--- src/rtl/timer_arb_pkg.sv ---
// Shared types and limits for the timer-sharing arbiter.
//   arb_state_e : arbiter FSM states, 2-bit encoding
//   NREQ_MAX    : largest supported number of requesters
package timer_arb_pkg;

  typedef enum logic [1:0] {
    IDLE = 2'd0,
    LOAD = 2'd1,
    RUN  = 2'd2,
    DONE = 2'd3
  } arb_state_e;

  localparam int NREQ_MAX = 8;

endpackage

--- src/rtl/rr_pick.sv ---
// Combinational round-robin picker.
// Ports:
//   req_i         : request vector
//   last_i        : index of the previously served requester
//   grant_valid_o : at least one request present
//   grant_idx_o   : first requester at or after (last_i+1) mod NREQ, with wrap
// The request vector is rotated so that position 0 is (last_i+1), the lowest
// set bit is found, and the offset is added back modulo NREQ.
module rr_pick #(
  parameter int NREQ = 4,
  parameter int IW   = 2
) (
  input  logic [NREQ-1:0] req_i,
  input  logic [IW-1:0]   last_i,
  output logic            grant_valid_o,
  output logic [IW-1:0]   grant_idx_o
);

  logic [IW-1:0]   start_idx;
  logic [NREQ-1:0] req_rot;
  int              pick;
  int              sum;

  // Start scanning just past the last owner, wrapping at NREQ (which need
  // not be a power of two).
  assign start_idx = (int'(last_i) >= NREQ - 1) ? '0 : last_i + IW'(1);

  always_comb begin
    req_rot = '0;
    for (int i = 0; i < NREQ; i++) begin
      req_rot[i] = req_i[IW'((int'(start_idx) + i) % NREQ)];
    end
  end

  always_comb begin
    pick = 0;
    for (int i = NREQ - 1; i >= 0; i--) begin
      if (req_rot[i]) begin
        pick = i;
      end
    end
    sum = int'(start_idx) + pick;
    if (sum >= NREQ) begin
      sum = sum - NREQ;
    end
    grant_valid_o = |req_rot;
    grant_idx_o   = IW'(sum);
  end

endmodule

--- src/rtl/timer_share_arbiter.sv ---
// Shares one countdown timer among NREQ requesters.
// A requester is chosen round-robin, its delay is loaded into the timer, the
// timer runs and the owner is told when it expires (or it may cancel).
// Ports:
//   wb_clk_i, wb_rst_i : clock, asynchronous active-high reset
//   req_i / req_val_i  : level requests and flattened per-requester delays
//   cancel_i           : owner abort of its running delay
//   ack_o / done_o     : one-cycle accept / expiry pulses to the owner
//   busy_o, owner_o    : timer ownership status, current/last owner index
//   tmr_load_o/val_o   : load strobe and value to the timer
//   tmr_en_o           : timer count enable
//   tmr_expired_i      : timer expiry pulse, only honoured while running
// Every output comes straight from a flop: the registered values are the
// outputs that belong to the state being entered.
module timer_share_arbiter
  import timer_arb_pkg::*;
#(
  parameter int NREQ = 4,
  parameter int W    = 16
) (
  input  logic                    wb_clk_i,
  input  logic                    wb_rst_i,
  input  logic [NREQ-1:0]         req_i,
  input  logic [NREQ*W-1:0]       req_val_i,
  input  logic [NREQ-1:0]         cancel_i,
  output logic [NREQ-1:0]         ack_o,
  output logic [NREQ-1:0]         done_o,
  output logic                    busy_o,
  output logic [$clog2(NREQ)-1:0] owner_o,
  output logic                    tmr_load_o,
  output logic [W-1:0]            tmr_val_o,
  output logic                    tmr_en_o,
  input  logic                    tmr_expired_i
);

  localparam int IW = $clog2(NREQ);

  generate
    if (NREQ < 2 || NREQ > NREQ_MAX) begin : g_bad_nreq
      $error("timer_share_arbiter: NREQ out of range");
    end
  endgenerate

  // Unpack the flattened delay bus.
  logic [W-1:0] req_val_arr [NREQ];
  generate
    for (genvar gi = 0; gi < NREQ; gi++) begin : g_unpack
      assign req_val_arr[gi] = req_val_i[gi*W +: W];
    end
  endgenerate

  arb_state_e      state_reg, state_next;
  logic [IW-1:0]   owner_reg, owner_next;
  logic [W-1:0]    val_reg, val_next;
  logic [IW-1:0]   last_reg, last_next;
  logic [NREQ-1:0] ack_reg, ack_next;
  logic [NREQ-1:0] done_reg, done_next;
  logic            busy_reg, busy_next;
  logic            load_reg, load_next;
  logic [W-1:0]    tval_reg, tval_next;
  logic            en_reg, en_next;

  logic            grant_valid;
  logic [IW-1:0]   grant_idx;

  rr_pick #(
    .NREQ (NREQ),
    .IW   (IW)
  ) u_rr_pick (
    .req_i         (req_i),
    .last_i        (last_reg),
    .grant_valid_o (grant_valid),
    .grant_idx_o   (grant_idx)
  );

  always_ff @(posedge wb_clk_i or posedge wb_rst_i) begin
    if (wb_rst_i) begin
      state_reg <= IDLE;
      owner_reg <= '0;
      val_reg   <= '0;
      last_reg  <= IW'(NREQ - 1);  // requester 0 wins the first scan
      ack_reg   <= '0;
      done_reg  <= '0;
      busy_reg  <= 1'b0;
      load_reg  <= 1'b0;
      tval_reg  <= '0;
      en_reg    <= 1'b0;
    end else begin
      state_reg <= state_next;
      owner_reg <= owner_next;
      val_reg   <= val_next;
      last_reg  <= last_next;
      ack_reg   <= ack_next;
      done_reg  <= done_next;
      busy_reg  <= busy_next;
      load_reg  <= load_next;
      tval_reg  <= tval_next;
      en_reg    <= en_next;
    end
  end

  always_comb begin
    state_next = state_reg;
    owner_next = owner_reg;
    val_next   = val_reg;
    last_next  = last_reg;
    ack_next   = '0;
    done_next  = '0;
    load_next  = 1'b0;
    tval_next  = '0;
    en_next    = 1'b0;

    unique case (state_reg)
      IDLE: begin
        if (grant_valid) begin
          owner_next           = grant_idx;
          val_next             = req_val_arr[grant_idx];
          ack_next[grant_idx]  = 1'b1;
          load_next            = 1'b1;
          tval_next            = req_val_arr[grant_idx];
          state_next           = LOAD;
        end
      end
      LOAD: begin
        // A zero delay skips the timer entirely and completes at once.
        if (val_reg == '0) begin
          done_next[owner_reg] = 1'b1;
          state_next           = DONE;
        end else begin
          en_next    = 1'b1;
          state_next = RUN;
        end
      end
      RUN: begin
        // Expiry takes precedence over a simultaneous owner cancel.
        if (tmr_expired_i) begin
          done_next[owner_reg] = 1'b1;
          state_next           = DONE;
        end else if (cancel_i[owner_reg]) begin
          last_next  = owner_reg;
          state_next = IDLE;
        end else begin
          en_next = 1'b1;
        end
      end
      DONE: begin
        last_next  = owner_reg;
        state_next = IDLE;
      end
      default: state_next = IDLE;
    endcase

    busy_next = (state_next != IDLE);
  end

  assign ack_o      = ack_reg;
  assign done_o     = done_reg;
  assign busy_o     = busy_reg;
  assign owner_o    = owner_reg;
  assign tmr_load_o = load_reg;
  assign tmr_val_o  = tval_reg;
  assign tmr_en_o   = en_reg;

endmodule

--- config.mk ---
export PLATFORM = sky130hd
export DESIGN_NAME = timer_share_arbiter
export DESIGN_NICKNAME = d
export VERILOG_FILES = /design/src/rtl/timer_arb_pkg.sv /design/src/rtl/rr_pick.sv /design/src/rtl/timer_share_arbiter.sv
export SDC_FILE = /design/constraint.sdc
export NUM_CORES = 1
export LEC_CHECK = 0
export CAP_MARGIN = 20
export CORE_ASPECT_RATIO = 0.9
export CORE_UTILIZATION = 40
export DETAILED_ROUTE_END_ITERATION = 10
export GPL_ROUTABILITY_DRIVEN = 1
export HOLD_SLACK_MARGIN = 0.12
export MAX_ROUTING_LAYER = met4
export PLACE_DENSITY = 0.69
export SYNTH_ARGS = -nofsm -noshare
export SYNTH_HDL_FRONTEND = slang
export SYNTH_SLANG_ARGS = --single-unit
--- constraint.sdc ---
create_clock -name wb_clk_i -period 4.1 [get_ports wb_clk_i]
set_clock_uncertainty 0.2 [all_clocks]
set_input_delay 0.615 -clock wb_clk_i [delete_from_list [all_inputs] [get_ports wb_clk_i]]
set_output_delay 0.615 -clock wb_clk_i [all_outputs]
set_load 0.1 [all_outputs]
Yosys cells after proc, flatten, opt, wreduce, memory -nomap -nowiden --
Index checks and enable logic that the tools add are counted.
Word-level totals: flip-flop bits (word level) 49, input bits 75, output and inout bits 29
Operators by class: add/subtract/negate cells 6, order comparisons 11, equality and inequality tests 5, muxes and demuxes 48, bitwise gates (word level) 1, reduce and logical (&&, ||, !) cells 9
Operators by type and width (count):
- $mux 16 | 4
- $bmux 16 s2 | 1
- $mux 2 | 11
- $mux 1 | 17
- $logic_not 16->1 | 1
- $lt 2x4->1 const B | 4
- $mux 4 | 4
- $bmux 1 s2 | 5
- $pmux 2 s4 | 1
- $pmux 4 s2 | 1
- $ge 3x3->1 const B | 2
- $lt 2x3->1 const B | 2
- $add 2x1->2 const B | 2
- $add 2x2->2 const B | 2
- $demux 1 s2 | 2
- $eq 2x2->1 const B | 2
- $ge 2x1->1 const B | 2
- $ne 2x2->1 const B | 2
- $pmux 2 s2 | 1
- $reduce_bool 2->1 | 2
- $reduce_or 4->1 | 1
- $add 2x2->3 | 1
- $not 2->3 | 1
- $reduce_and 3->1 | 1
- 7 further kinds | 8

Longest topological paths before layout --
Gate-level depths: netlist of the first run.
depth after elaboration 19, mapped depth 17, depth with buffers taken out 13

By module --
A second synthesis of the first run with hierarchy kept.
Second synthesis, totals: cells, all modules 174, area total of the unflattened synthesis 2324.7 um^2
By module, submodules not included:
- timer_share_arbiter | times used 1, cells an instance 157, area an instance 2210.9 um^2, seq. area each 1228.7 um^2
- rr_pick | times used 1, cells an instance 17, area an instance 113.9 um^2, seq. area each 0.0 um^2

Worst setup path after synthesis of the first run --
No wires, ideal clock.
path kind reg-to-reg, start reg last_reg[0], end reg val_reg[11], library setup time 101 ps, arrival time 3432 ps, required time 3799 ps, setup slack 368 ps, stages on the path, launching flop included 16, buffers on the path 5, cell sequence dfstp_2 > buf_6 > buf_12 > inv_1 > ha_1 > buf_6 > xor2_1 > o31a_1 > a21oi_1 > nor2_1 > ha_1 > clkbuf_1 > clkbuf_1 > mux2i_1 > a211o_2 > o311ai_2
Between the ends: cells in the longest elaborated chain, start to end 17
Ends and longest elaborated chain:
- start: declaration | RTL line timer_share_arbiter.sv:55 | logic [IW-1:0] last_reg, last_next;
- start signal: assignment | RTL line timer_share_arbiter.sv:81 | last_reg <= IW'(NREQ - 1);
- start signal: assignment | RTL line timer_share_arbiter.sv:92 | last_reg <= last_next;
- $add 2x1->2 or $ge 2x2->1 (tied branches) | RTL line rr_pick.sv:26 | assign start_idx = (int'(last_i) >= NREQ - 1) ? '0 : last_i + IW'(1);
- $mux 2 * | RTL line rr_pick.sv:26
- $add 2x2->2 | RTL line rr_pick.sv:31 | req_rot[i] = req_i[IW'((int'(start_idx) + i) % NREQ)];
- $bmux 1 s2 | RTL line rr_pick.sv:31
- $mux 1 (implied by the code) (2 in series) | RTL line rr_pick.sv:31
- $mux 2 (4 in series) | RTL line rr_pick.sv:38 | if (req_rot[i]) begin
- $add 2x2->3 * | RTL line rr_pick.sv:42 | sum = int'(start_idx) + pick;
- $ge 3x3->1 or $sub 2x1->2 (tied branches) | RTL line rr_pick.sv:43, rr_pick.sv:44
- $mux 2 * | RTL line rr_pick.sv:43 | if (sum >= NREQ) begin
- via grant_idx[0] | RTL line timer_share_arbiter.sv:64 | logic [IW-1:0] grant_idx;
- $not 2->3 (implied by the code) * | RTL line timer_share_arbiter.sv:117 | val_next = req_val_arr[grant_idx];
- $bmux 16 s2 * | RTL line timer_share_arbiter.sv:117
- $mux 16 (implied by the code) * (2 in series) | RTL line timer_share_arbiter.sv:117
- end signal: assignment | RTL line timer_share_arbiter.sv:91 | val_reg <= val_next;
- end: declaration | RTL line timer_share_arbiter.sv:54 | logic [W-1:0] val_reg, val_next;
Mark *: on every way through the listed nets, which the timed path passes. The rest lies on a longest branch. The select of a mux whose other input is x is not followed. A chain may end at the register's enable or synchronous reset.

Final worst setup path of the first run --
start reg last_reg[0], end reg tval_reg[11] (netlist: tmr_val_o[11])
Between the ends: cells in the longest elaborated chain, start to end 19
Ends and longest elaborated chain:
- $add 2x1->2 or $ge 2x2->1 (tied branches) | RTL line rr_pick.sv:26
- $mux 2 * | RTL line rr_pick.sv:26
- $add 2x2->2 | RTL line rr_pick.sv:31
- $bmux 1 s2 | RTL line rr_pick.sv:31
- $mux 1 (implied by the code) (2 in series) | RTL line rr_pick.sv:31
- $mux 2 (4 in series) | RTL line rr_pick.sv:38
- $add 2x2->3 | RTL line rr_pick.sv:42
- $ge 3x3->1 or $sub 2x1->2 (tied branches) | RTL line rr_pick.sv:43, rr_pick.sv:44
- $mux 2 | RTL line rr_pick.sv:43
- $not 2->3 (implied by the code) | RTL line timer_share_arbiter.sv:120 | tval_next = req_val_arr[grant_idx];
- $bmux 16 s2 | RTL line timer_share_arbiter.sv:120
- $mux 16 (implied by the code) (2 in series) | RTL line timer_share_arbiter.sv:120
- $mux 16 * | RTL line timer_share_arbiter.sv:115 | if (grant_valid) begin
- $mux 16 * | RTL line timer_share_arbiter.sv:113 | unique case (state_reg)
- via tval_next[11] | RTL line timer_share_arbiter.sv:60 | logic [W-1:0] tval_reg, tval_next;
- end signal: assignment | RTL line timer_share_arbiter.sv:97 | tval_reg <= tval_next;
- end: declaration | RTL line timer_share_arbiter.sv:60
Marked as above.

==> results of run 1 <==
-- cells by family after synthesis --
kind of cell | count (synthesis) | synth area share
multiplexers | 42 | 0.155
AND/OR/NAND/NOR | 56 | 0.0881
XOR/XNOR | 2 | 0.00587
buffers and inverters | 30 | 0.0768
AO/OA/AOI/OAI | 71 | 0.233
flip-flops | 49 | 0.412
adder cells (fa/ha/maj) | 7 | 0.0294
-- worst paths after layout --
kind	from	end	slack (ns)	cells past startpoint
max reg2reg	last_reg[0]	tmr_val_o[11]	0.56	13
max	last_reg[0]	tmr_val_o[11]	0.56	13
min	val_reg[6]	val_reg[6]	0.29	2
min in group asynchronous	wb_rst_i	done_o[1]	0.31	2
min reg2reg	val_reg[6]	val_reg[6]	0.29	2
max in group asynchronous	wb_rst_i	last_reg[1]	2.86	3
-- layer usage --
metal  GRT usage  wire length [um]  part of all wire  vias up
li1            -                 -                 -     1160
met1       0.239              2990              0.44     1133
met2       0.297              3270              0.48       86
met3      0.0474               442             0.065        8
met4      0.0406                57            0.0084        0
met5           -                 0                 0        -
-- worst reg2reg max path: stages (launching register included) --
cell and delay, ns:
dfstp_2 0.74, inv_1 0.08, ha_1 0.48, mux4_2 0.38, a211oi_1 0.22, a21oi_1 0.07
nor2_1 0.11, ha_2 0.18, xnor2_1 0.08, nor2_1 0.12, o21ai_2 0.09, buf_4 0.22
a211o_2 0.37, o31ai_1 0.08
-- layout make-up --
type	instances	area, um2
tap	93	116
timing repair buffer	108	1110
inverter	8	30.0
clock inverter	3	65.1
sequential	49	1230
fill	606	3000
multi-input combinational	178	1530
clock buffer	5	68.8
-- synth_stat cells (2+ instances only) --
master     n  area [um2]
a211o_1   14         123
a211o_2    3        30.0
a211oi_1   3        22.5
a21oi_1    4        20.0
a22oi_1    2        15.0
a31oi_1    2        12.5
and3_1     2        12.5
buf_12     2        40.0
buf_2      4        20.0
buf_6     10         113
clkbuf_1   4        15.0
dfrtp_1   47        1180
dfstp_2    2        52.6
ha_1       7        87.6
inv_1      8        30.0
mux2_2     4        45.0
mux2i_1   35         350
mux4_2     3        67.6
nand2_1   23        86.3
nand2b_1   2        12.5
nor2_1    14        52.6
nor2b_1    3        18.8
nor3_1     2        10.0
nor4_1     5        31.3
o21ai_0    2        10.0
o311ai_1   4        35.0
o311ai_2  12         195
o31a_1     2        17.5
o31ai_1   12        90.1
o31ai_2    4        50.1
-- stage by stage --
step | instance area, um2 | setup slack (ns) | utilization
2_1_floorplan | 2980 | 0.368 | -
3_3_place_gp | 3990 | 0.654 | 0.558
3_5_place_dp | 3990 | 0.582 | 0.558
4_1_cts | 4130 | 0.554 | 0.577
5_1_grt | 4150 | 0.208 | 0.580
6_report | 4150 | 0.561 | 0.580
==> results.md, run 1 <==
* Outcome: completed
* CP top delay family: compound AO/OA/AOI/OAI gates
* Core area at 7150 um2
* Setup Fix Bufs, Post-CTS at 0
* Die width at 93.0 um
* Row count at 29
* Clk sink count at 49
* RSZ-0062 raised after global routing: false
* Hold_buf cts at 0
* Grt ovf at 0
* Final worst path period share at 0.863
* CP Max Fanout at 19
* Setup TNS at 0 ns
* CP cell instances: inv_1 -> ha_1 -> mux4_2 -> a211oi_1 -> a21oi_1 -> nor2_1 -> ha_2 -> xnor2_1 -> nor2_1 -> o21ai_2 -> buf_4 -> a211o_2 -> o31ai_1
* Top_reg_cell synth: dfrtp_1
* Total die area at 7810 um2
* Slowest CP cell: dfstp_2
* Type of the worst setup path: flip-flop to flip-flop
* Mapped cell area at 2980 um2
* Worst hold slack at 0.294 ns
* Worst relative slew slack at 0.333
* Insertion delay to the later sink of the worst-skew pair at 0.30 ns
* Crit. End Element: flip-flop
* Post-synth EDFFs at 0
* Fraction of layout cells with a size suffix above 1 at 0.137
* Cells after synthesis at 257
* Drt total wl at 6760 um
* Top cell by count, worst path: nor2_1
* Syn nets at 339
* Max-cap violations at 0
* Net count, final at 432
* Fmax at 283 MHz
* CTS tree: yes
* Commonest cells after routing, fill and taps aside: clkdlybuf4s50_1 (103), dfrtp_1 (47), mux2i_1 (35)
* I/O pin total at 104
* Synth warn at 0
* Residual DRC at 0
* CP arrival at 3.54 ns
* Yosys reg bits at 49
* Worst Path Buf+Inv at 2
* Post-CTS sizing at 0
* Crit path launch type: flip-flop
* Hold Crit Class: flip-flop to flip-flop
* Slew Viols, Final at 0
* Total routing usage reported by global routing at 0.186
* Initial drt markers at 147
* Asr flop ratio synth at 1.00
* Vias in the first global route at 2388
* Initial Util at 0.417
* CTS buffer count at 5
* DR vias at 2387
* Non-filler cells, final at 444
* DRT antenna net count at 0
* Avg WL per Cell at 15.2 um
* Syn avg cell area at 11.6 um2
* Placed insts at 435
* Max Buffers Root-to-Sink at 2
* Largest net degree at the start of global routing at 69
* Max incr delay on CP at 0.74 ns
* Setup-failing EPs final at 0
* Drt via density at 5.38
* Endpoints failing hold at 0
* Port Buffers at 103
* Area delta synth->final at 39.0%
* Worst Tran Pin Value at 0.998 ns
* Sequential area share after synthesis at 0.412
* Min cycle time layout at 3.54 ns
* Drt first pass iters at 4
* Initial antenna violation count at 0
* Die height at 83.9 um
* Reg clk slew, reported paths at 0.09 ns
* First-pass GRT wire length at 11300 um
* Required time at the worst-slack endpoint at 4.10 ns
* Antenna cells at 0
* Root Buffer: clkbuf_8
* Distinct cells, synth at 46
* Gpl congestion at 0.940
* Max H-tree Level at 2
* Most common cell after layout, fill and taps aside: clkdlybuf4s50_1
* Hpwl dp at 4790 um
Power of run 1 is not shown: default switching activity piles up to over one toggle a cycle in this logic, so the estimate is an artifact.
==> run 2, diff against run 1 <==
--- a/config.mk
+++ b/config.mk
@@ -13,6 +13,8 @@
 export HOLD_SLACK_MARGIN = 0.12
 export MAX_ROUTING_LAYER = met4
 export PLACE_DENSITY = 0.69
+export SETUP_SLACK_MARGIN = 0.3
 export SYNTH_ARGS = -nofsm -noshare
 export SYNTH_HDL_FRONTEND = slang
 export SYNTH_SLANG_ARGS = --single-unit
+export TNS_END_PERCENT = 20
==> run 2 against run 1 <==
Effect of this change:
- sequential cell count is the same
- fmax grew 1.3%
- clock-buffer cell count is the same
- utilization grew 0.12 points
- critical endpoint unchanged
- via count shrank 0.13%
==> results.md, run 2 (same netlist as run 1, synthesis figures left out) <==
* Outcome: completed (unchanged)
* Worst reg-to-reg path cell count at 12 (was 13)
* Finished Cell Area at 4150 um2 (about the same)
* Net count, final at 432 (unchanged)
* Fraction of layout cells with a size suffix above 1 at 0.140 (was 0.137)
* Antenna cells at 0 (unchanged)
* Clk sink count at 49 (unchanged)
* Worst Slack Setup Final at 0.607 ns (was 0.561 ns)
* R2R Path End: tmr_val_o[11] (unchanged)
* Residual DRC at 0 (unchanged)
* Met1 WL at 3020 um (was 2990 um)
* Commonest cells after routing, fill and taps aside: clkdlybuf4s50_1 (103), dfrtp_1 (47), mux2i_1 (35) (unchanged)
* CTS buffer count at 5 (unchanged)
* Max Used Layer: met4 (unchanged)
* Setup-failing EPs final at 0 (unchanged)
* Min cycle time layout at 3.49 ns (was 3.54 ns)
* I/O pin total at 104 (unchanged)
* Initial drt markers at 127 (was 147)
* Gpl congestion at 0.940 (unchanged)
* Largest net degree at the start of global routing at 69 (unchanged)
* Reg clk slew, reported paths at 0.09 ns (about the same)
* Worst Tran Pin Value at 0.998 ns (unchanged)
* Total routing usage reported by global routing at 0.186 (unchanged)
* Fmax at 286 MHz (was 283 MHz)
* Crit. End Element: flip-flop (unchanged)
* Max-cap violations at 0 (unchanged)
* Vias in the first global route at 2388 (unchanged)
* Crit path launch type: flip-flop (unchanged)
* Max Buffers Root-to-Sink at 2 (unchanged)
* Worst R2R Setup Slack at 0.61 ns (was 0.56 ns)
* Worst Hold End: val_reg[6] (unchanged)
* DR vias at 2384 (was 2387)
* Worst relative slew slack at 0.333 (unchanged)
* Placement Setup Slack at 0.582 ns (unchanged)
* Setup Fix Bufs, Post-CTS at 0 (unchanged)
* RSZ-0062 raised after global routing: false (unchanged)
* Hold Crit Class: flip-flop to flip-flop (unchanged)
* Core area at 7150 um2 (unchanged)
* Initial antenna violation count at 0 (unchanged)
* Required time at the worst-slack endpoint at 4.10 ns (about the same)
* Fillers at 606 (unchanged)
* Grt ovf at 0 (unchanged)
* Insertion delay to the later sink of the worst-skew pair at 0.30 ns (about the same)
* Endpoints failing hold at 0 (unchanged)
* DRT antenna net count at 0 (unchanged)
* Drt total wl at 6730 um (was 6760 um)
* Setup TNS at 0 ns (unchanged)
* First-pass GRT wire length at 11300 um (unchanged)
* Root Buffer: clkbuf_8 (unchanged)
* CTS tree: yes (unchanged)
* Die height at 83.9 um (unchanged)
* Area delta synth->final at 39.3% (was 39.0%)
* Type of the worst setup path: flip-flop to flip-flop (unchanged)
* Avg WL per Cell at 15.2 um (about the same)
* Port Buffers at 103 (unchanged)
* Hold path cells at 2 (unchanged)
* Hpwl dp at 4790 um (unchanged)
* Initial Util at 0.417 (unchanged)
* Drt first pass iters at 4 (unchanged)
* Row count at 29 (unchanged)
* Drt via density at 5.37 (was 5.38)
* HP Start: val_reg[6] (unchanged)
* Total die area at 7810 um2 (unchanged)
* Met3 wire length at 421 um (was 442 um)
* Placed Area at 3990 um2 (unchanged)
* Die width at 93.0 um (unchanged)
* Worst r2r src: last_reg[0] (unchanged)
* Max H-tree Level at 2 (unchanged)
* Met2 WL post-DR at 3230 um (was 3270 um)
* CP Max Fanout at 34 (was 19)
* Most common cell after layout, fill and taps aside: clkdlybuf4s50_1 (unchanged)
* Slew Viols, Final at 0 (unchanged)
* Final worst path period share at 0.852 (was 0.863)
* CP arrival at 3.49 ns (was 3.54 ns)
run 2: cell type report:
class / count / area [um2] / share of cell area
clock inverter: 3 / 65.1 / 0.0157
clock buffer: 5 / 68.8 / 0.0166
sequential: 49 / 1230 / 0.297
timing repair buffer: 108 / 1110 / 0.266
tap: 93 / 116 / 0.0280
inverter: 8 / 30.0 / 0.00723
multi-input combinational: 178 / 1540 / 0.370
run 2: metrics by stage:
stage	cells	hold WS [ns]	utilization
detailed placement	435	0.276	0.558
global route	444	0.302	0.581
finish	444	0.294	0.581
global placement	435	0.274	0.558
floorplan	257	0.256	-
CTS	443	0.298	0.577
run 2: metal layers:
metal  up-vias  global-route usage
met5         -                   -
met3         8              0.0474
met1      1136               0.239
met4         0              0.0406
met2        78               0.297
li1       1162                   -
run 2: worst max-delay path, stage by stage, from the launching register on:
cell      delay, ns
dfstp_4        0.73
inv_1          0.06
ha_1           0.47
mux4_2         0.38
a211oi_1       0.21
a21oi_1        0.07
nor2_1         0.10
ha_2           0.18
xnor2_1        0.14
nor2_1         0.07
o21ai_2        0.09
nand2_4        0.28
o31ai_1        0.37
run 2: worst max path at each step:
stage | start | to | depth (start not counted)
floorplan | last_reg[0] | val_reg[11] | 15
global placement | last_reg[0] | tmr_val_o[10] | 10
detailed placement | last_reg[0] | val_reg[5] | 12
CTS | last_reg[0] | tmr_val_o[11] | 12
global route | last_reg[0] | tmr_val_o[10] | 12
finish | last_reg[0] | tmr_val_o[11] | 12
run 2: repair_timing:
action | in CTS | in global routing
endpoints found under the setup margin | 0 | 23
gates resized for setup | 0 | 2
hold buffers | 0 | 0
Power of run 2 is left out for the same reason.
